$ cat config.mk
export PLATFORM = sky130hd
export DESIGN_NAME = ghostbus_arb2_flat
export DESIGN_NICKNAME = d
export VERILOG_FILES = /design/src/rtl/ghostbus_arb2_if.sv /design/src/rtl/ghostbus_arb2.sv /design/src/flat_wrapper.sv
export SDC_FILE = /design/constraint.sdc
export NUM_CORES = 1
export LEC_CHECK = 0
export CAP_MARGIN = 0
export CORE_MARGIN = 4
export CORE_UTILIZATION = 45
export CTS_CLUSTER_DIAMETER = 60
export DETAILED_ROUTE_END_ITERATION = 8
export PLACE_DENSITY = 0.95
export SLEW_MARGIN = 25
export SYNTH_ARGS = -nofsm -noshare
export SYNTH_HDL_FRONTEND = slang
export SYNTH_SLANG_ARGS = --single-unit
$ cat constraint.sdc
create_clock -name clk -period 9.9 [get_ports clk]
set_clock_uncertainty 0.2 [all_clocks]
set_input_delay 1.485 -clock clk [delete_from_list [all_inputs] [get_ports clk]]
set_output_delay 1.485 -clock clk [all_outputs]
set_load 0.01 [all_outputs]
$ cat src/rtl/ghostbus_arb2_if.sv
// Two-requester front side plus the ghostbus back side of the arbiter.
interface ghostbus_arb2_if #(
  parameter int AW = 24,
  parameter int DW = 32
);
  logic          r0_valid, r0_ready, r0_we, r0_resp_valid;
  logic [AW-1:0] r0_addr;
  logic [DW-1:0] r0_wdata, r0_rdata;
  logic          r1_valid, r1_ready, r1_we, r1_resp_valid;
  logic [AW-1:0] r1_addr;
  logic [DW-1:0] r1_wdata, r1_rdata;
  logic [AW-1:0] gb_addr;
  logic [DW-1:0] gb_wdata, gb_rdata;
  logic          gb_wen;
  logic          busy;

  modport slave (
    input  r0_valid, r0_we, r0_addr, r0_wdata,
    output r0_ready, r0_resp_valid, r0_rdata,
    input  r1_valid, r1_we, r1_addr, r1_wdata,
    output r1_ready, r1_resp_valid, r1_rdata,
    output gb_addr, gb_wdata, gb_wen, busy,
    input  gb_rdata
  );

  modport master (
    output r0_valid, r0_we, r0_addr, r0_wdata,
    input  r0_ready, r0_resp_valid, r0_rdata,
    output r1_valid, r1_we, r1_addr, r1_wdata,
    input  r1_ready, r1_resp_valid, r1_rdata,
    input  gb_addr, gb_wdata, gb_wen, busy,
    output gb_rdata
  );
endinterface

$ cat src/rtl/ghostbus_arb2.sv
// Round-robin arbiter giving two requesters single-outstanding access to a
// fixed-latency ghostbus (one write strobe cycle, or RD+1 read cycles).
module ghostbus_arb2 #(
  parameter int AW = 24,
  parameter int DW = 32,
  parameter int RD = 8
) (
  input logic            clk,
  input logic            rst,
  ghostbus_arb2_if.slave bus
);
  typedef enum logic [1:0] {IDLE, WRITE, READ, RESP} state_t;

  state_t               state;
  logic [1:0]           valid, ready, req_we, resp_valid;
  logic [1:0][AW-1:0]   req_addr;
  logic [1:0][DW-1:0]   req_wdata, rdata;
  logic                 last, owner, grant;
  logic [7:0]           cnt;
  logic [AW-1:0]        gb_addr;
  logic [DW-1:0]        gb_wdata;
  logic                 gb_wen;

  assign valid     = {bus.r1_valid, bus.r0_valid};
  assign req_we    = {bus.r1_we, bus.r0_we};
  assign req_addr  = {bus.r1_addr, bus.r0_addr};
  assign req_wdata = {bus.r1_wdata, bus.r0_wdata};

  // On a tie the requester that was not served last wins.
  always_comb begin
    grant = (valid == 2'b11) ? ~last : valid[1];
    ready = 2'b00;
    if (state == IDLE && !rst) ready[grant] = valid[grant];
  end

  always_ff @(posedge clk or posedge rst) begin
    if (rst) begin
      state      <= IDLE;
      gb_wen     <= 1'b0;
      gb_addr    <= '0;
      gb_wdata   <= '0;
      resp_valid <= 2'b00;
      rdata      <= '0;
      cnt        <= 8'd0;
      last       <= 1'b1;
      owner      <= 1'b0;
    end else begin
      gb_wen     <= 1'b0;
      resp_valid <= 2'b00;
      case (state)
        IDLE: if (|ready) begin
          owner   <= grant;
          last    <= grant;
          gb_addr <= req_addr[grant];
          if (req_we[grant]) begin
            gb_wdata <= req_wdata[grant];
            gb_wen   <= 1'b1;
            state    <= WRITE;
          end else begin
            cnt   <= 8'(RD);
            state <= READ;
          end
        end
        WRITE: begin
          resp_valid[owner] <= 1'b1;
          state             <= RESP;
        end
        // cnt==0 marks the last of the RD+1 address cycles: sample there.
        READ: if (cnt == 8'd0) begin
          rdata[owner]      <= bus.gb_rdata;
          resp_valid[owner] <= 1'b1;
          state             <= RESP;
        end else begin
          cnt <= cnt - 8'd1;
        end
        RESP:    state <= IDLE;
        default: state <= IDLE;
      endcase
    end
  end

  assign bus.r0_ready      = ready[0];
  assign bus.r1_ready      = ready[1];
  assign bus.r0_resp_valid = resp_valid[0];
  assign bus.r1_resp_valid = resp_valid[1];
  assign bus.r0_rdata      = rdata[0];
  assign bus.r1_rdata      = rdata[1];
  assign bus.gb_addr       = gb_addr;
  assign bus.gb_wdata      = gb_wdata;
  assign bus.gb_wen        = gb_wen;
  assign bus.busy          = (state != IDLE);
endmodule

$ cat src/flat_wrapper.sv
// flat-port wrapper written by rule: the top's interface ports become plain ports
module ghostbus_arb2_flat 
#(
  parameter int AW = 24,
  parameter int DW = 32,
  parameter int RD = 8
)
  (clk, rst, bus_r0_valid, bus_r0_we, bus_r0_addr, bus_r0_wdata, bus_r0_ready, bus_r0_resp_valid, bus_r0_rdata, bus_r1_valid, bus_r1_we, bus_r1_addr, bus_r1_wdata, bus_r1_ready, bus_r1_resp_valid, bus_r1_rdata, bus_gb_addr, bus_gb_wdata, bus_gb_wen, bus_busy, bus_gb_rdata);
  ghostbus_arb2_if #(.AW(AW), .DW(DW)) bus_i ();
  input logic clk;
  input logic rst;
  input wire logic [$bits(bus_i.r0_valid)-1:0] bus_r0_valid;
  input wire logic [$bits(bus_i.r0_we)-1:0] bus_r0_we;
  input wire logic [$bits(bus_i.r0_addr)-1:0] bus_r0_addr;
  input wire logic [$bits(bus_i.r0_wdata)-1:0] bus_r0_wdata;
  output wire logic [$bits(bus_i.r0_ready)-1:0] bus_r0_ready;
  output wire logic [$bits(bus_i.r0_resp_valid)-1:0] bus_r0_resp_valid;
  output wire logic [$bits(bus_i.r0_rdata)-1:0] bus_r0_rdata;
  input wire logic [$bits(bus_i.r1_valid)-1:0] bus_r1_valid;
  input wire logic [$bits(bus_i.r1_we)-1:0] bus_r1_we;
  input wire logic [$bits(bus_i.r1_addr)-1:0] bus_r1_addr;
  input wire logic [$bits(bus_i.r1_wdata)-1:0] bus_r1_wdata;
  output wire logic [$bits(bus_i.r1_ready)-1:0] bus_r1_ready;
  output wire logic [$bits(bus_i.r1_resp_valid)-1:0] bus_r1_resp_valid;
  output wire logic [$bits(bus_i.r1_rdata)-1:0] bus_r1_rdata;
  output wire logic [$bits(bus_i.gb_addr)-1:0] bus_gb_addr;
  output wire logic [$bits(bus_i.gb_wdata)-1:0] bus_gb_wdata;
  output wire logic [$bits(bus_i.gb_wen)-1:0] bus_gb_wen;
  output wire logic [$bits(bus_i.busy)-1:0] bus_busy;
  input wire logic [$bits(bus_i.gb_rdata)-1:0] bus_gb_rdata;
  assign bus_i.r0_valid = bus_r0_valid;
  assign bus_i.r0_we = bus_r0_we;
  assign bus_i.r0_addr = bus_r0_addr;
  assign bus_i.r0_wdata = bus_r0_wdata;
  assign bus_r0_ready = bus_i.r0_ready;
  assign bus_r0_resp_valid = bus_i.r0_resp_valid;
  assign bus_r0_rdata = bus_i.r0_rdata;
  assign bus_i.r1_valid = bus_r1_valid;
  assign bus_i.r1_we = bus_r1_we;
  assign bus_i.r1_addr = bus_r1_addr;
  assign bus_i.r1_wdata = bus_r1_wdata;
  assign bus_r1_ready = bus_i.r1_ready;
  assign bus_r1_resp_valid = bus_i.r1_resp_valid;
  assign bus_r1_rdata = bus_i.r1_rdata;
  assign bus_gb_addr = bus_i.gb_addr;
  assign bus_gb_wdata = bus_i.gb_wdata;
  assign bus_gb_wen = bus_i.gb_wen;
  assign bus_busy = bus_i.busy;
  assign bus_i.gb_rdata = bus_gb_rdata;
  ghostbus_arb2 #(.AW(AW), .DW(DW), .RD(RD)) u_core (.clk(clk), .rst(rst), .bus(bus_i));
endmodule
==> summary.txt <==
Cells and area
  • Filler cell count: 797
  • Register area: 3380 sq um
  • Layout Area Growth over Synthesis: 58.7%
  • # diodes: 0
  • Share of layout cells above drive strength 1: 9.52%
  • Area of the multi-input gates: 2310 sq um
  • Most frequent cells in the layout: clkdlybuf4s50_1 (275), dfrtp_1 (134), o21ai_0 (70), nand2_1 (64), mux2i_1 (56)
  • Post-Layout Cell Count: 928
  • Most common cell after layout, fill and taps aside: clkdlybuf4s50_1
  • Nets: 897

Timing
  • Final Cycle Share: 55.2%
  • Setup ws final: 4430 ps
  • Clock period minus worst slack: 5470 ps
  • TNS Setup: 0 ps
  • Fmax: 0.183 GHz
  • RSZ-0062 raised after global routing: false
  • Pins over their slew limit: 0
  • Slew headroom: 35.7%
  • Least-Margin Pin Slew: 965 ps
  • Hold Vio Cnt, Final: 0
  • Final setup viols: 0

Synthesis
  • Synthesized area: 5920 sq um
  • Yosys warnings: 0
  • Sequential-to-total area share from yosys stat: 57.1%
  • Post-synth top area share: 56.6%
  • Avg Inst Size Synth: 12.5 sq um
  • Cells after synthesis: 474
  • Post-synthesis async set-or-reset flop share: 100%
  • Post-synth top flop: dfrtp_1
  • Yosys top cell by area: dfrtp_1
  • Most area-consuming cells after synthesis: dfrtp_1 (57%), mux2i_1 (9.5%), mux2_4 (6.8%), mux2_1 (6.7%), o21ai_0 (5.9%)
  • #FFs+latches synth: 135
  • Number of flops mapped to enable cells by yosys: 0
  • Syn nets: 628
  • Netlist cell types: 36

Power and ir drop
  • Register share of total power: 34.2%
  • Comb power frac: 40.8%
  • Clk pwr share: 25.0%
  • P_sw: 882 uW
  • Leak: 4.13 nW
  • Power Density: 302 nW/um^2
  • Worst vdd ir: 162 uV
  • Sw Ratio: 31.1%
  • Pint: 1.96 mW

CTS
  • Post-CTS Hold Fix Bufs: 0
  • CTS Buf Count: 17
  • CTS tree: yes
  • Clk sinks: 135
  • Clock Tree Root: clkbuf_16
  • Post-cts sizing count: 0
  • H-tree depth: 4
  • Reg clk slew, reported paths: 50 ps
  • CTS max path bufs: 2
  • # Post-CTS Setup Buffers: 0
  • Clk_lat worst skew: 400 ps

Floorplan
  • DIE AREA: 15100 sq um
  • Starting density of the core: 46.3%
  • Die X: 123 microns
  • Row count: 41
  • Die Ht: 123 microns
  • Placeable Area: 12800 sq um
  • # IOs: 276

Critical path
  • Slowest CP cell: buf_4
  • Bufs and invs on worst path: 3
  • Worst setup EP type: output port
  • CP peak stage delay: 710 ps
  • Worst Path Required: 8220 ps
  • Crit-path cells: clkdlybuf4s50_1 > a21boi_4 > buf_4 > and2_1 > clkdlybuf4s50_1
  • Critical path peak fanout: 58
  • R2R cell count: 6
  • Worst EP arrival: 3780 ps
  • Critical path class: input port to output port
  • Largest delay contributor family on the critical path: buffers and inverters
  • Crit path depth: 5
  • Crit-path most repeated cell: clkdlybuf4s50_1
  • CP startpoint kind: input port

Hold path
  • Hold path cells: 2
  • Worst min path class: register to register

Global route
  • Global-route wire length before repair: 25600 microns
  • Gr ovfl total: 0
  • Total GRT Usage: 22.3%
  • Vias in the first global route: 5062
  • Initial antenna violation count: 0
  • Largest net degree at the start of global routing: 76

Route
  • First drt pass iteration count: 4
  • DRC viols: 0
  • Drt via density: 5.05
  • Final wirelength: 16800 microns
  • DR WL/cell: 18.1 microns
  • Via count: 4689
  • Antenna viol nets, final: 0
  • DRT iter0 DRCs: 233

Placed design
  • I/O Buffers: 275
  • Pre-CTS setup slack: 4420 ps
  • Post-placement cell count: 896
  • HPWL Detailed: 12400 microns
  • Final Wtd Congestion: 0.798

Run status
  • Status: complete, no violations

Run
  • Max Cap Viol: 0
## worst min-delay path, stage by stage (launching register included)
cell and delay, ps:
dfrtp_1 340, nand2_1 40, o21ai_0 60
## registers in the layout, summed over array words and instances (netlist names)
register             flops
u_core.bus.gb_addr      24
u_core.last              1
u_core.cnt               8
u_core.bus.gb_wdata     32
u_core.state             2
u_core.bus.r1_rdata     32
u_core.bus.r0_rdata     32
u_core.owner             1
u_core.bus.gb_wen        1
u_core.resp_valid        2
## power by group through the flow
stage,registers [mW],logic (mW),clock network [mW]
floorplan,1.06,0.398,0
global placement,0.948,1.12,0
detailed placement,0.971,1.16,0
CTS,0.972,1.17,0.722
global route,0.999,1.25,0.749
finish,0.971,1.16,0.711
## area by class of cell
| class | instances | share of cell area, % |
|---|---|---|
| Tap cell | 172 | 2.29 |
| Clock inverter | 13 | 2.40 |
| Inverter | 11 | 0.493 |
| Multi-Input combinational cell | 300 | 24.6 |
| Clock buffer | 19 | 4.71 |
| Timing Repair Buffer | 278 | 29.5 |
| Sequential cell | 135 | 36.0 |
## per-stage QoR
stage | hold slack [ps] | util, % | power [mW] | instance area (sq um)
4_1_cts | 282 | 73.5 | 2.86 | 9390
5_1_grt | 311 | 73.6 | 3.00 | 9400
6_report | 278 | 73.6 | 2.84 | 9400
3_5_place_dp | 270 | 68.3 | 2.13 | 8720
3_3_place_gp | 261 | 68.3 | 2.07 | 8720
2_1_floorplan | 245 | - | 1.45 | 5920
## per-layer routing
metal	GRT usage, %	up-vias	wire, microns
met1	24.4	2251	6390
met4	8.75	0	414
met5	0	-	0
met2	39.2	214	8570
met3	8.39	31	1460
li1	-	2193	-
## cells in the mapped netlist (3+ instances only)
cell type / n
dfrtp_1: 134
o21ai_0: 70
nand2_1: 65
mux2i_1: 56
mux2_1: 35
mux2_4: 27
inv_1: 11
a21oi_1: 9
buf_2: 9
clkbuf_1: 9
nor2_1: 8
ha_1: 4
a2bb2oi_1: 3
buf_12: 3
buf_4: 3
buf_6: 3
mux2_2: 3
## final timing paths
| kind | slack (ps) | to | from |
|---|---|---|---|
| setup reg to reg | 6960 | u_core.cnt[2] | u_core.last |
| hold / removal | 280 | u_core.bus.gb_wdata[27] | u_core.bus.gb_wdata[27] |
| hold reg to reg | 280 | u_core.bus.gb_wdata[27] | u_core.bus.gb_wdata[27] |
| setup / recovery | 4430 | bus_r1_ready | bus_r1_valid |
| max in group asynchronous | 6840 | u_core.owner | rst |
| min in group asynchronous | 1440 | u_core.bus.gb_addr[1] | rst |
## logic make-up (layout without fill, tap and decap cells)
kind of cell	count (synthesis)	after routing	share of synthesized area, %
and+or+nand+nor	83	83	5.96
muxes	121	121	23.5
buffers and inverters	39	321	4.25
adders and majority gates	4	4	0.846
AOI/OAI and AO/OA	92	92	8.31
DFF	135	135	57.1
Power figures use the tool's default switching activity.
